`config.mk`:
```
export PLATFORM = sky130hd
export DESIGN_NAME = mem_wb_stage
export DESIGN_NICKNAME = d
export VERILOG_FILES = /design/src/rtl/pipeline_pkg.sv /design/src/rtl/load_extender.sv /design/src/rtl/mem_wb_stage.sv
export SDC_FILE = /design/constraint.sdc
export NUM_CORES = 1
export LEC_CHECK = 0
export CORE_MARGIN = 2
export CORE_UTILIZATION = 39
export CTS_BUF_LIST = sky130_fd_sc_hd__clkbuf_2 sky130_fd_sc_hd__clkbuf_4 sky130_fd_sc_hd__clkbuf_8
export CTS_CLUSTER_DIAMETER = 60
export DETAILED_ROUTE_END_ITERATION = 8
export HOLD_SLACK_MARGIN = 0.05
export PLACE_DENSITY = 0.77
export SYNTH_ARGS = -nofsm -noshare
export SYNTH_HDL_FRONTEND = slang
export SYNTH_SLANG_ARGS = --single-unit
export TNS_END_PERCENT = 30
```
`constraint.sdc`:
```
create_clock -name i_clk -period 1.6 [get_ports i_clk]
set_clock_uncertainty 0.1 [all_clocks]
set_input_delay 0.16 -clock i_clk [delete_from_list [all_inputs] [get_ports i_clk]]
set_output_delay 0.16 -clock i_clk [all_outputs]
set_load 0.05 [all_outputs]
```
`src/rtl/pipeline_pkg.sv`:
```
// Shared encodings for the MIPS pipeline: load sizes and write-back source selects.
package pipeline_pkg;

    typedef enum logic [1:0] {
        BHW_BYTE = 2'b00,
        BHW_HALF = 2'b01,
        BHW_WORD = 2'b11
    } bhw_e;

    typedef enum logic [1:0] {
        WB_ALU  = 2'b00,
        WB_MEM  = 2'b01,
        WB_LINK = 2'b10
    } wb_sel_e;

endpackage

```
`src/rtl/load_extender.sv`:
```
// Picks the byte/halfword lane of an aligned little-endian load word and sign/zero-extends it.
module load_extender
    import pipeline_pkg::*;
#(
    parameter int INST_SZ = 32
) (
    input  logic [INST_SZ-1:0] word,
    input  logic [1:0]         offset,
    input  logic [1:0]         bhw,
    input  logic               is_unsigned,
    output logic [INST_SZ-1:0] ext
);

    logic [7:0]  byte_lane;
    logic [15:0] half_lane;
    logic        byte_sign;
    logic        half_sign;

    // Halfword lane uses only offset[1]; encoding 2'b10 falls through to a full word.
    always_comb begin
        byte_lane = word[{offset, 3'b000} +: 8];
        half_lane = word[{offset[1], 4'b0000} +: 16];
        byte_sign = ~is_unsigned & byte_lane[7];
        half_sign = ~is_unsigned & half_lane[15];
        case (bhw)
            BHW_BYTE: ext = {{(INST_SZ-8){byte_sign}}, byte_lane};
            BHW_HALF: ext = {{(INST_SZ-16){half_sign}}, half_lane};
            default:  ext = word;
        endcase
    end

endmodule

```
`src/rtl/mem_wb_stage.sv`:
```
// MEM/WB pipeline register: selects write-back data, gates the register-file write,
// counts retired instructions and latches a sticky halt flag for the debug unit.
module mem_wb_stage
    import pipeline_pkg::*;
#(
    parameter int INST_SZ  = 32,
    parameter int REG_ADDR = 5,
    parameter int CNT_SZ   = 32
) (
    input  logic                i_clk,
    input  logic                i_rst_n,
    input  logic                i_stall,
    input  logic                i_flush,
    input  logic                i_valid_M,
    input  logic [INST_SZ-1:0]  i_alu_result_M,
    input  logic [INST_SZ-1:0]  i_read_data_M,
    input  logic [INST_SZ-1:0]  i_pc_8_M,
    input  logic [1:0]          i_bhw_M,
    input  logic                i_unsigned_M,
    input  logic [1:0]          i_wb_sel_M,
    input  logic                i_reg_write_M,
    input  logic [REG_ADDR-1:0] i_write_reg_M,
    input  logic                i_halt_M,
    output logic                o_valid_W,
    output logic                o_reg_write_W,
    output logic [REG_ADDR-1:0] o_write_reg_W,
    output logic [INST_SZ-1:0]  o_write_data_W,
    output logic [CNT_SZ-1:0]   o_retired_cnt,
    output logic                o_halt_W
);

    logic [INST_SZ-1:0] load_data;
    logic [INST_SZ-1:0] wb_data;
    logic               reg_write_ok;

    load_extender #(.INST_SZ(INST_SZ)) u_load_extender (
        .word        (i_read_data_M),
        .offset      (i_alu_result_M[1:0]),
        .bhw         (i_bhw_M),
        .is_unsigned (i_unsigned_M),
        .ext         (load_data)
    );

    // Writes to $0 are dropped here so the register file never sees them.
    always_comb begin
        reg_write_ok = i_reg_write_M & i_valid_M & (i_write_reg_M != '0);
        case (i_wb_sel_M)
            WB_MEM:  wb_data = load_data;
            WB_LINK: wb_data = i_pc_8_M;
            default: wb_data = i_alu_result_M;
        endcase
    end

    // Flush beats stall beats load; a flush keeps data/address but kills the slot.
    always_ff @(posedge i_clk or negedge i_rst_n) begin
        if (!i_rst_n) begin
            o_valid_W      <= 1'b0;
            o_reg_write_W  <= 1'b0;
            o_write_reg_W  <= '0;
            o_write_data_W <= '0;
            o_retired_cnt  <= '0;
            o_halt_W       <= 1'b0;
        end else if (i_flush) begin
            o_valid_W     <= 1'b0;
            o_reg_write_W <= 1'b0;
        end else if (!i_stall) begin
            o_valid_W      <= i_valid_M;
            o_reg_write_W  <= reg_write_ok;
            o_write_reg_W  <= i_write_reg_M;
            o_write_data_W <= wb_data;
            if (i_valid_M) begin
                o_retired_cnt <= o_retired_cnt + CNT_SZ'(1);
            end
            if (i_valid_M && i_halt_M) begin
                o_halt_W <= 1'b1;
            end
        end
    end

endmodule
```
==> metrics, run 1 <==
status finished, violations left; failing checks setup timing; Initial Util approximately two fifths; P_leak 3.121 nW; via count between 4k and 5k; Critical Path Fanout Max 4; Worst Slack Setup Final -0.05417 ns; WP depth 7; final wirelength ~16 mm; Gate Count Post-Synth 488; critical path launch point o_retired_cnt[3]$_DFFE_PN0P_; fill count roughly 830; CP Data Required Time 1.74 ns; R2R Path Start o_retired_cnt[3]$_DFFE_PN0P_; CTS clk-pin slew, worst paths 0.08 ns; synthesized cell area 0.004202 mm^2; met2 usage in global routing 46.18%; number of global-route vias before repair 4887; Seq/Total Area, Yosys 42.88%; Remaining DRCs 0; worst ir drop on vdd roughly 0.00045 V; n_diodes 0; Fmax 0.6045 GHz; Async S/R FF share, synth 100.0%; met3 Resource Use GR 4.722%; GRT Util Overall 27.17%; HPWL Detailed around 12 mm; CP Capture Type register; CTS sink cnt 72; Buffers on Ports 184; final setup violation count 7; Via density 5.475; grt peak-use layer met2; Period minus WS final around 1.7 ns; Final Hold Viols 0; Antenna Nets Post-Route 0; final instance area 0.007146 mm^2; final period utilization 103.4%; Slew headroom 77.57%; Yosys top cell area share about 43%; Worst Max-Slew Pin Slew 0.3365 ns; Final #Nets 860; Synth area leaders dfrtp_1 (43%), nand2_1 (6.6%), a21oi_1 (5.8%); Slew Viols, Final 0; post-synthesis cell type count 44; placed cell areas 0.006669 mm^2; CP arrival 1.79 ns; root buf cell clkbuf_8; Horiz. Die Dim 107.8 um; P_int 4.045 mW; Power Dens Cells roughly 900 mW/mm^2; Die ar. 0.01162 mm^2; Max Cap Viol 0; layout cells sized above 1 around a third; syn avg cell area 8.610 um^2; CP endpoint o_retired_cnt[20]$_DFFE_PN0P_; CP delay by family, top simple AND/OR/NAND/NOR gates; grt ovf 0; setup slack, reg-to-reg -0.05 ns; GRT met1 Usage 34.52%; row cnt 37; CP startpoint kind register; IO Pins 185; RSZ-0062 raised after global routing yes; Worst path max stage delay 0.37 ns; fin util 68.91%; first-pass GRT wire length 24.50 mm; CTS Buffer Depth 2; reg-to-reg critical path endpoint o_retired_cnt[20]$_DFFE_PN0P_; reported net switching power 2.382 mW; Initial DRC Count 377; Post-synth top flop dfrtp_1; HP Class primary input to async pin; EDFF count, synth 0; Syn Nets 604; Worst path slowest cell dfrtp_2; area of the core 0.01037 mm^2; GPL Wtd Cong 0.9444; Inserted Clock Buffers 9; R2R cell count 7; htree depth 3; antenna violations before repair 0; Yosys reg bits 72; Ys Warns 0; critical setup path kind register to register; CP bufs+invs 2; Sw Ratio about 37%; Pre-Repair DR Iteration Count 5; cell taking the most area after synthesis dfrtp_1; Fin Setup TNS -0.2452 ns; Clock Latency Late Sink roughly 0.35 ns; Comb pwr share 39.3%; Setup WS pre-CTS -0.6590 ns; largest net degree at the start of global routing 33; Flop pwr share 34.0%; Die Y 107.8 um; DR WL/cell 17.82 um; CTS tree yes; clock share of power 26.6%; Power, Total 6.426 mW; Layout area overhead 70.07%; critical-path cell list and4bb_2 > nand4_1 > buf_4 > nor2_2 > buf_6 > nand3_1 > xnor2_1
==> registers in the layout, summed over array words and instances, names as in the netlist <==
register / cells
o_valid_W: 1
o_retired_cnt: 32
o_reg_write_W: 1
o_write_reg_W: 5
o_halt_W: 1
o_write_data_W: 32
==> stage by stage <==
stage,hold WS (ns),std cells
2_1_floorplan,-0.2356,488
3_3_place_gp,-0.01614,861
3_5_place_dp,-0.01848,861
4_1_cts,0.1521,882
5_1_grt,0.1685,885
6_report,0.1548,885
==> how the worst min path moves through the flow <==
stage | startpoint | cells after the start | endpoint | slack [ns]
finish | i_rst_n | 2 | o_write_data_W[21]$_DFFE_PN0P_ | 0.15
CTS | i_rst_n | 2 | o_write_data_W[21]$_DFFE_PN0P_ | 0.15
detailed placement | i_rst_n | 1 | o_retired_cnt[25]$_DFFE_PN0P_ | -0.02
floorplan | i_rst_n | 0 | o_halt_W$_DFFE_PN0P_ | -0.24
global placement | i_rst_n | 1 | o_retired_cnt[25]$_DFFE_PN0P_ | -0.02
global route | i_rst_n | 2 | o_retired_cnt[28]$_DFFE_PN0P_ | 0.17
==> area by class of cell <==
class                           instances  area, um^2  share of cell area [%]
Clock inverter                          4       76.32                   1.068
Sequential cell                        72        1828                   25.58
Tap cell                              136       170.2                   2.381
Inverter                                8       30.03                  0.4202
Clock buffer                           12       158.9                   2.224
Timing Repair Buffer                  276        2452                   34.32
Multi-Input combinational cell        377        2430                   34.00
==> power groups by stage <==
stage,clock [mW],sequential (mW),combinational [mW]
2_1_floorplan,0,2.96,0.542
5_1_grt,1.82,2.21,2.67
6_report,1.71,2.19,2.53
4_1_cts,1.74,2.18,2.49
3_5_place_dp,0,2.21,2.45
3_3_place_gp,0,2.21,2.42
==> repair_timing <==
| item | CTS | global route |
|---|---|---|
| hold endpoints to repair | 72 | 0 |
| gates cloned | 1 | 0 |
| setup buffers | 3 | 5 |
| resized for setup | 34 | 41 |
| endpoints found under the setup margin | 41 | 48 |
| pin swaps | 11 | 14 |
| hold buffers | 1 | 0 |
==> cells by family after synthesis <==
logic type / count (synthesis) / share of synthesized area (%)
fa+ha+maj: 3 / 0.8935
flops: 72 / 42.88
simple gates: 172 / 19.00
mux: 7 / 1.846
compound gates: 164 / 25.25
buf+inv: 39 / 3.663
xor+xnor: 31 / 6.462
==> cell usage in the layout (no fill, tap or decap), types with 8 or more instances in the layout <==
cell | synthesis | routed
buf_4 | 0 | 152
clkdlybuf4s50_1 | 0 | 103
nand2_1 | 74 | 73
dfrtp_1 | 72 | 51
o21ai_0 | 49 | 44
a21oi_1 | 49 | 41
nor2_1 | 30 | 25
xnor2_1 | 23 | 23
dfrtp_2 | 0 | 21
o211ai_1 | 19 | 19
nand3_1 | 17 | 14
o31ai_2 | 10 | 12
clkbuf_8 | 0 | 11
or3_1 | 10 | 10
nor3_1 | 13 | 9
xor2_1 | 8 | 8
a21o_1 | 8 | 8
==> synth_stat cells, types with 2 or more instances <==
library cell / instances
nand2_1: 74
dfrtp_1: 72
a21oi_1: 49
o21ai_0: 49
nor2_1: 30
clkbuf_1: 28
xnor2_1: 23
o211ai_1: 19
nand3_1: 17
nor3_1: 13
o31ai_2: 10
or3_1: 10
a21o_1: 8
inv_1: 8
xor2_1: 8
and3_1: 6
mux2_2: 6
nor2b_1: 6
o31ai_1: 6
nand4_1: 5
o22ai_1: 4
a211o_1: 3
and4_1: 3
ha_1: 3
a211oi_1: 2
a221oi_1: 2
a22o_1: 2
and2_1: 2
buf_1: 2
nand2b_1: 2
o21bai_1: 2
o221ai_1: 2
==> layer usage <==
layer | wire length, um | vias up
met1 | 6373 | 2290
li1 | - | 2259
met4 | 438 | 0
met2 | 7713 | 256
met3 | 1244 | 40
met5 | 0 | -
Note: power is estimated with default switching activity, not from simulation.
==> inputs of run 2 (changes only) <==
ABC_AREA = 1   (was default)
CORE_UTILIZATION = 41   (was 39)
GPL_TIMING_DRIVEN = 0   (was default)
PLACE_DENSITY = 0.78   (was 0.77)
SETUP_SLACK_MARGIN = 0.15   (was default)
==> metrics, run 2 <==
RSZ-0062 raised after global routing yes; CP arrival 1.81 ns (+0.02 ns); Flop pwr share 35.5% (+1.5 points); reported net switching power 2.628 mW (+10%); Power Dens Cells 833.1 mW/mm^2 (-7.4%); CP startpoint kind register; Fin Hold WS 0.2333 ns (+0.07844 ns); cell repeated most along the worst path nand2_1; Period minus WS final 1.639 ns (-0.01515 ns); Slew headroom 63.72% (-14 points); Horiz. Die Dim 112.2 um (+4.1%); Pre-Repair DR Iteration Count 5 (unchanged); Gate Count Post-Synth 739 (+51%); critical setup path kind register to register; Syn Nets 855 (+42%); Ys Warns 0 (unchanged); cell taking the most area after synthesis dfrtp_1; CP Data Required Time 1.77 ns (+0.03 ns); Async S/R FF share, synth 100.0% (unchanged); CP Capture Type register; count leader, synth nand2_1; Yosys top cell area share 37.52% (-5.4 points); Remaining DRCs 0 (unchanged); Final #Nets 1091 (+27%); setup slack, reg-to-reg -0.04 ns (+0.02 ns); EDFF count, synth 0 (unchanged); Inserted Clock Buffers 9 (unchanged); CTS Buffer Depth 2 (unchanged); GPL Wtd Cong 0.9743 (+3.2%); Antenna Nets Post-Route 0 (unchanged); Via density 4.965 (-9.3%); first-pass GRT wire length 27.05 mm (+10%); HPWL Detailed 12.96 mm (+6.6%); Sw Ratio 41.43% (+4.4 points); Final Hold Viols 0 (unchanged); failing checks setup timing; Clock Latency Late Sink 0.38 ns (+0.03 ns); commonest cells after routing, fill and taps aside nand2_1 (272), nor2_1 (111), clkdlybuf4s50_1 (103), dlygate4sd2_1 (45), dfrtp_1 (44); worst ir drop on vdd 0.001156 V (+160%); Buffers on Ports 184 (unchanged); Die ar. 0.01259 mm^2 (+8.4%); post-synthesis cell type count 36 (-18%); htree depth 3 (unchanged); Layout area overhead 58.55%; area of the core 0.01142 mm^2 (+10%); Initial Util 42.06% (+1.5 points); final setup violation count 2 (-5); Max Cap Viol 0 (unchanged); CTS clk-pin slew, worst paths 0.09 ns (about the same); n_diodes 0 (unchanged); grt ovf 0 (unchanged); Synth area leaders dfrtp_1 (38%), nand2_1 (22%), nor2_1 (9.8%); status finished, violations left; via count 5576 (+15%); Post-synth top flop dfrtp_1; Comb pwr share 42.3% (+3.0 points); most common cell after layout, fill and taps aside nand2_1; row cnt 39 (+5.4%); Seq/Total Area, Yosys 37.52% (-5.4 points); CTS tree yes; DR WL/cell 15.63 um (-12%); CTS sink cnt 72 (unchanged); clock share of power 22.2% (-4.4 points); Fin Setup TNS -0.04827 ns (+0.1969 ns); Worst path slowest cell dfrtp_2; IO Pins 185 (unchanged); placed cell areas 0.006928 mm^2 (+3.9%); root buf cell clkbuf_8; Yosys reg bits 72 (unchanged); most frequent cells after synthesis nand2_1 (286), nor2_1 (126), dfrtp_1 (72), inv_1 (48), a21oi_1 (41); final instance area 0.007614 mm^2 (+6.5%); synthesized cell area 0.004802 mm^2 (+14%); largest net degree at the start of global routing 68 (+110%); critical-path cell list nand3_1 > nor2_4 > inv_1 > nor3_4 > nand2_1 > o21ai_1 > nand2_1; Initial DRC Count 439 (+16%); layout cells sized above 1 23.57% (-11 points); Critical Path Fanout Max 4 (unchanged); Worst Max-Slew Pin Slew 0.5464 ns (+0.2099 ns); biggest regs o_retired_cnt: 32 flops, o_write_data_W: 32 flops, o_write_reg_W: 5 flops; Fmax 0.6101 GHz (+0.92%); Worst path max stage delay 0.44 ns (+0.07 ns); Slew Viols, Final 0 (unchanged); final period utilization 102.4% (-0.95 points); Die Y 112.2 um (+4.1%); HP Class primary input to async pin; Worst Slack Setup Final -0.03902 ns (+0.01515 ns); P_int 3.715 mW (-8.2%); GRT Util Overall 27.11% (-0.057 points); final wirelength 17.55 mm (+11%); number of global-route vias before repair 5359 (+9.7%); antenna violations before repair 0 (unchanged); syn avg cell area 6.498 um^2 (-25%); P_leak 3.771 nW (+21%)
run 2: cell count changes in the layout (fill, tap and decap cells not counted), moves of 19 or more:
cell           change
nand2_1          +199
buf_4            -113
nor2_1            +86
dlygate4sd2_1     +44
inv_1             +34
o21ai_0           -22
nand2_2           +21
o211ai_1          -19
run 2: final timing paths:
path / from / end / cells after the start
max in group asynchronous: i_rst_n / o_write_reg_W[4]$_DFFE_PN0P_ / 3
hold reg to reg: o_halt_W$_DFFE_PN0P_ / o_halt_W$_DFFE_PN0P_ / 1
setup / recovery: o_retired_cnt[0]$_DFFE_PN0P_ / o_retired_cnt[17]$_DFFE_PN0P_ / 7
hold / removal: i_rst_n / o_write_data_W[3]$_DFFE_PN0P_ / 3
setup reg to reg: o_retired_cnt[0]$_DFFE_PN0P_ / o_retired_cnt[17]$_DFFE_PN0P_ / 7
min in group i_clk: i_alu_result_M[0] / o_write_data_W[0]$_DFFE_PN0P_ / 3
run 2: cells by family after synthesis:
family | after synthesis | synth area share (%)
compound gates | 71 | 7.608
xor+xnor | 20 | 3.648
fa+ha+maj | 3 | 0.7817
buf+inv | 81 | 7.817
flops | 72 | 37.52
simple gates | 492 | 42.63
run 2: routing by layer:
layer  GRT usage [%]  up-vias  wire length (um)
li1                -     2779                 -
met1           36.71     2549              7746
met2           42.37      210              8173
met3           5.238       38              1024
met4           12.03        0               610
met5               0        -                 0
run 2: timing repair:
item / CTS / global route
pin swaps: 15 / 21
hold buffers: 2 / 0
resized for setup: 191 / 96
endpoints found under the setup margin: 127 / 117
buffers inserted: 18 / 19
endpoints found under the hold margin: 72 / 0
cloned: 1 / 0
run 2: stage by stage:
step / instances / utilization [%] / worst slack (ns) / total power [mW]
after global routing: 1123 / 66.68 / -0.1075 / 6.641
after detailed placement: 1067 / 60.67 / -0.7592 / 4.748
after global placement: 1066 / 60.45 / -2.614 / 4.717
after floorplan: 739 / - / -0.07414 / 3.714
after CTS: 1104 / 64.81 / 0.02467 / 6.188
final: 1123 / 66.68 / -0.03902 / 6.343
run 2: worst max-delay path, delay by kind of cell (launching register included):
| family | cells | cell delay [ns] |
|---|---|---|
| and+or+nand+nor | 5 | 0.75 |
| DFF | 1 | 0.44 |
| AOI/OAI and AO/OA | 1 | 0.16 |
| buffers and inverters | 1 | 0.08 |
run 2: power by group through the flow:
| stage | clock network (mW) | logic (mW) | registers, mW |
|---|---|---|---|
| after detailed placement | 0 | 2.45 | 2.29 |
| after global routing | 1.50 | 2.86 | 2.28 |
| final | 1.41 | 2.68 | 2.25 |
| after global placement | 0 | 2.42 | 2.29 |
| after CTS | 1.42 | 2.53 | 2.24 |
| after floorplan | 0 | 0.658 | 3.06 |
run 2: layout make-up:
type                       count  area (um^2)
tap                          143        178.9
multi-input combinational    586         2884
sequential                    72         1837
fill                         999         3805
clock buffer                  11        151.4
inverter                      53        206.4
buffer                        28        284.0
clock inverter                 5        37.54
timing repair buffer         225         2034
==> inputs of run 3 (changes only) <==
CORE_UTILIZATION = 49   (was 41)
PLACE_DENSITY = 0.87   (was 0.78)
clock period = 2.1 ns   (was 1.6 ns; I/O delays follow)
==> metrics, run 3 (same netlist as run 2, synthesis figures left out) <==
status complete, no violations; Fmax 0.5100 GHz; Pre-Repair DR Iteration Count 5 (unchanged); HPWL Detailed 12.81 mm (-1.2%); Worst Slack Setup Final 0.1394 ns (+0.1784 ns); Worst Max-Slew Pin Slew 0.5832 ns (+0.03682 ns); Buffers on Ports 184 (unchanged); CTS tree yes; DR WL/cell 15.08 um (-3.5%); final wirelength 16.21 mm (-7.7%); Max Cap Viol 0 (unchanged); grt ovf 0 (unchanged); setup slack, reg-to-reg 0.22 ns (+0.26 ns); commonest cells after routing, fill and taps aside nand2_1 (286), clkdlybuf4s50_1 (180), nor2_1 (126), dfrtp_1 (70), inv_1 (48); Via density 5.081 (+2.3%); critical-path cell list clkdlybuf4s50_1; HP Class primary input to async pin; Power, Total 4.622 mW (-27%); Initial Util 49.82% (+7.8 points); R2R cell count 7 (unchanged); GPL Wtd Cong 0.9764 (+0.22%); CP Capture Type output pin; Die Y 103.0 um (-8.2%); row cnt 36 (-7.7%); final setup violation count 0 (-2); first-pass GRT wire length 25.50 mm (-5.7%); root buf cell clkbuf_8; CP startpoint kind register; Die ar. 0.01061 mm^2 (-16%); most common cell after layout, fill and taps aside nand2_1; CP Data Required Time 1.79 ns (+0.02 ns); Setup WS pre-CTS -0.2536 ns (+0.5056 ns); Slew Viols, Final 0 (unchanged); fin util 73.09% (+6.4 points); R2R Path Start o_retired_cnt[0]$_DFFE_PN0P_; CP delay by family, top buffers and inverters; area of the core 0.009639 mm^2 (-16%); Fin Setup TNS 0 ns (+0.04827 ns); CP arrival 1.65 ns (-0.16 ns); Worst path slowest cell clkdlybuf4s50_1; P_leak 3.350 nW (-11%); Horiz. Die Dim 103.0 um (-8.2%); Critical Path Fanout Max 5 (+1); GRT Util Overall 31.28% (+4.2 points); antenna violations before repair 1 (+1); Worst path max stage delay 0.84 ns (+0.40 ns); Power Dens Cells 656.1 mW/mm^2 (-21%); Slew headroom 61.12% (-2.6 points); RSZ-0062 raised after global routing yes; Clock Latency Late Sink 0.36 ns (-0.02 ns); Layout area overhead 46.72%; Period minus WS final 1.961 ns; CTS clk-pin slew, worst paths 0.09 ns (about the same); htree depth 3 (unchanged); largest net degree at the start of global routing 56 (-18%); Final Hold Viols 0 (unchanged); critical setup path kind register to output pin; CTS sink cnt 72 (unchanged); placed cells 1057 (-0.94%); Remaining DRCs 0 (unchanged); CTS Buffer Depth 2 (unchanged); layout cells sized above 1 6.801% (-17 points); worst ir drop on vdd 0.0007011 V (-39%); IO Pins 185 (unchanged); number of global-route vias before repair 5268 (-1.7%); Final #Nets 1052 (-3.6%); Inserted Clock Buffers 9 (unchanged); CP bufs+invs 1 (unchanged); biggest regs o_retired_cnt: 32 flops, o_write_data_W: 32 flops, o_write_reg_W: 5 flops; final period utilization ~93%; via count 5462 (-2.0%); Antenna Nets Post-Route 0 (unchanged); fin cells 1075 (-4.3%); Initial DRC Count 345 (-21%); reg-to-reg critical path endpoint o_retired_cnt[20]$_DFFE_PN0P_
## run 3: where the power goes
part | total, mW | switching [mW] | internal [mW]
sequential | 1.71 | 0.147 | 1.56
combinational | 1.85 | 1.16 | 0.689
clock | 1.07 | 0.616 | 0.452
## run 3: final cells by class
type | instances | area [um^2]
antenna | 1 | 2.502
buffer | 28 | 178.9
clock buffer | 9 | 123.9
clock inverter | 7 | 61.31
fill | 830 | 2594
inverter | 53 | 198.9
multi-input combinational | 586 | 2625
sequential | 72 | 1804
tap | 133 | 166.4
timing repair buffer | 186 | 1884
## run 3: layer usage
metal | up-vias | part of all wire, % | track usage (%)
li1 | 2696 | - | -
met1 | 2488 | 42 | 38.89
met4 | 0 | 3.7 | 12.35
met5 | - | 0 | 0
met2 | 237 | 46 | 51.55
met3 | 41 | 8.3 | 8.746
## run 3: through the flow
stage / instance area (um^2) / hold slack, ns
2_1_floorplan: 4805 / -0.1856
3_5_place_dp: 6838 / 0.01732
6_report: 7046 / 0.1849
5_1_grt: 7046 / 0.1856
4_1_cts: 7034 / 0.1810
3_3_place_gp: 6813 / 0.3543
## run 3: how the worst max path moves through the flow
stage                                   from                             end  slack [ns]  cells after the start
3_5_place_dp                   i_wb_sel_M[0]  o_write_data_W[26]$_DFFE_PN0P_       -0.25                     10
4_1_cts        o_retired_cnt[22]$_DFFE_PN0P_               o_retired_cnt[22]        0.13                      1
6_report        o_retired_cnt[2]$_DFFE_PN0P_                o_retired_cnt[2]        0.14                      1
5_1_grt                        i_wb_sel_M[0]  o_write_data_W[22]$_DFFE_PN0P_        0.05                     10
3_3_place_gp                         i_rst_n    o_retired_cnt[1]$_DFFE_PN0P_       -2.08                      1
2_1_floorplan   o_retired_cnt[3]$_DFFE_PN0P_   o_retired_cnt[27]$_DFFE_PN0P_        0.26                      9
## run 3: timing repair
action,CTS,global route
cloned,0,0
buffers inserted,0,0
hold buffers,1,0
resized for setup,1,5
hold endpoints to repair,72,0
setup endpoints to repair,5,62
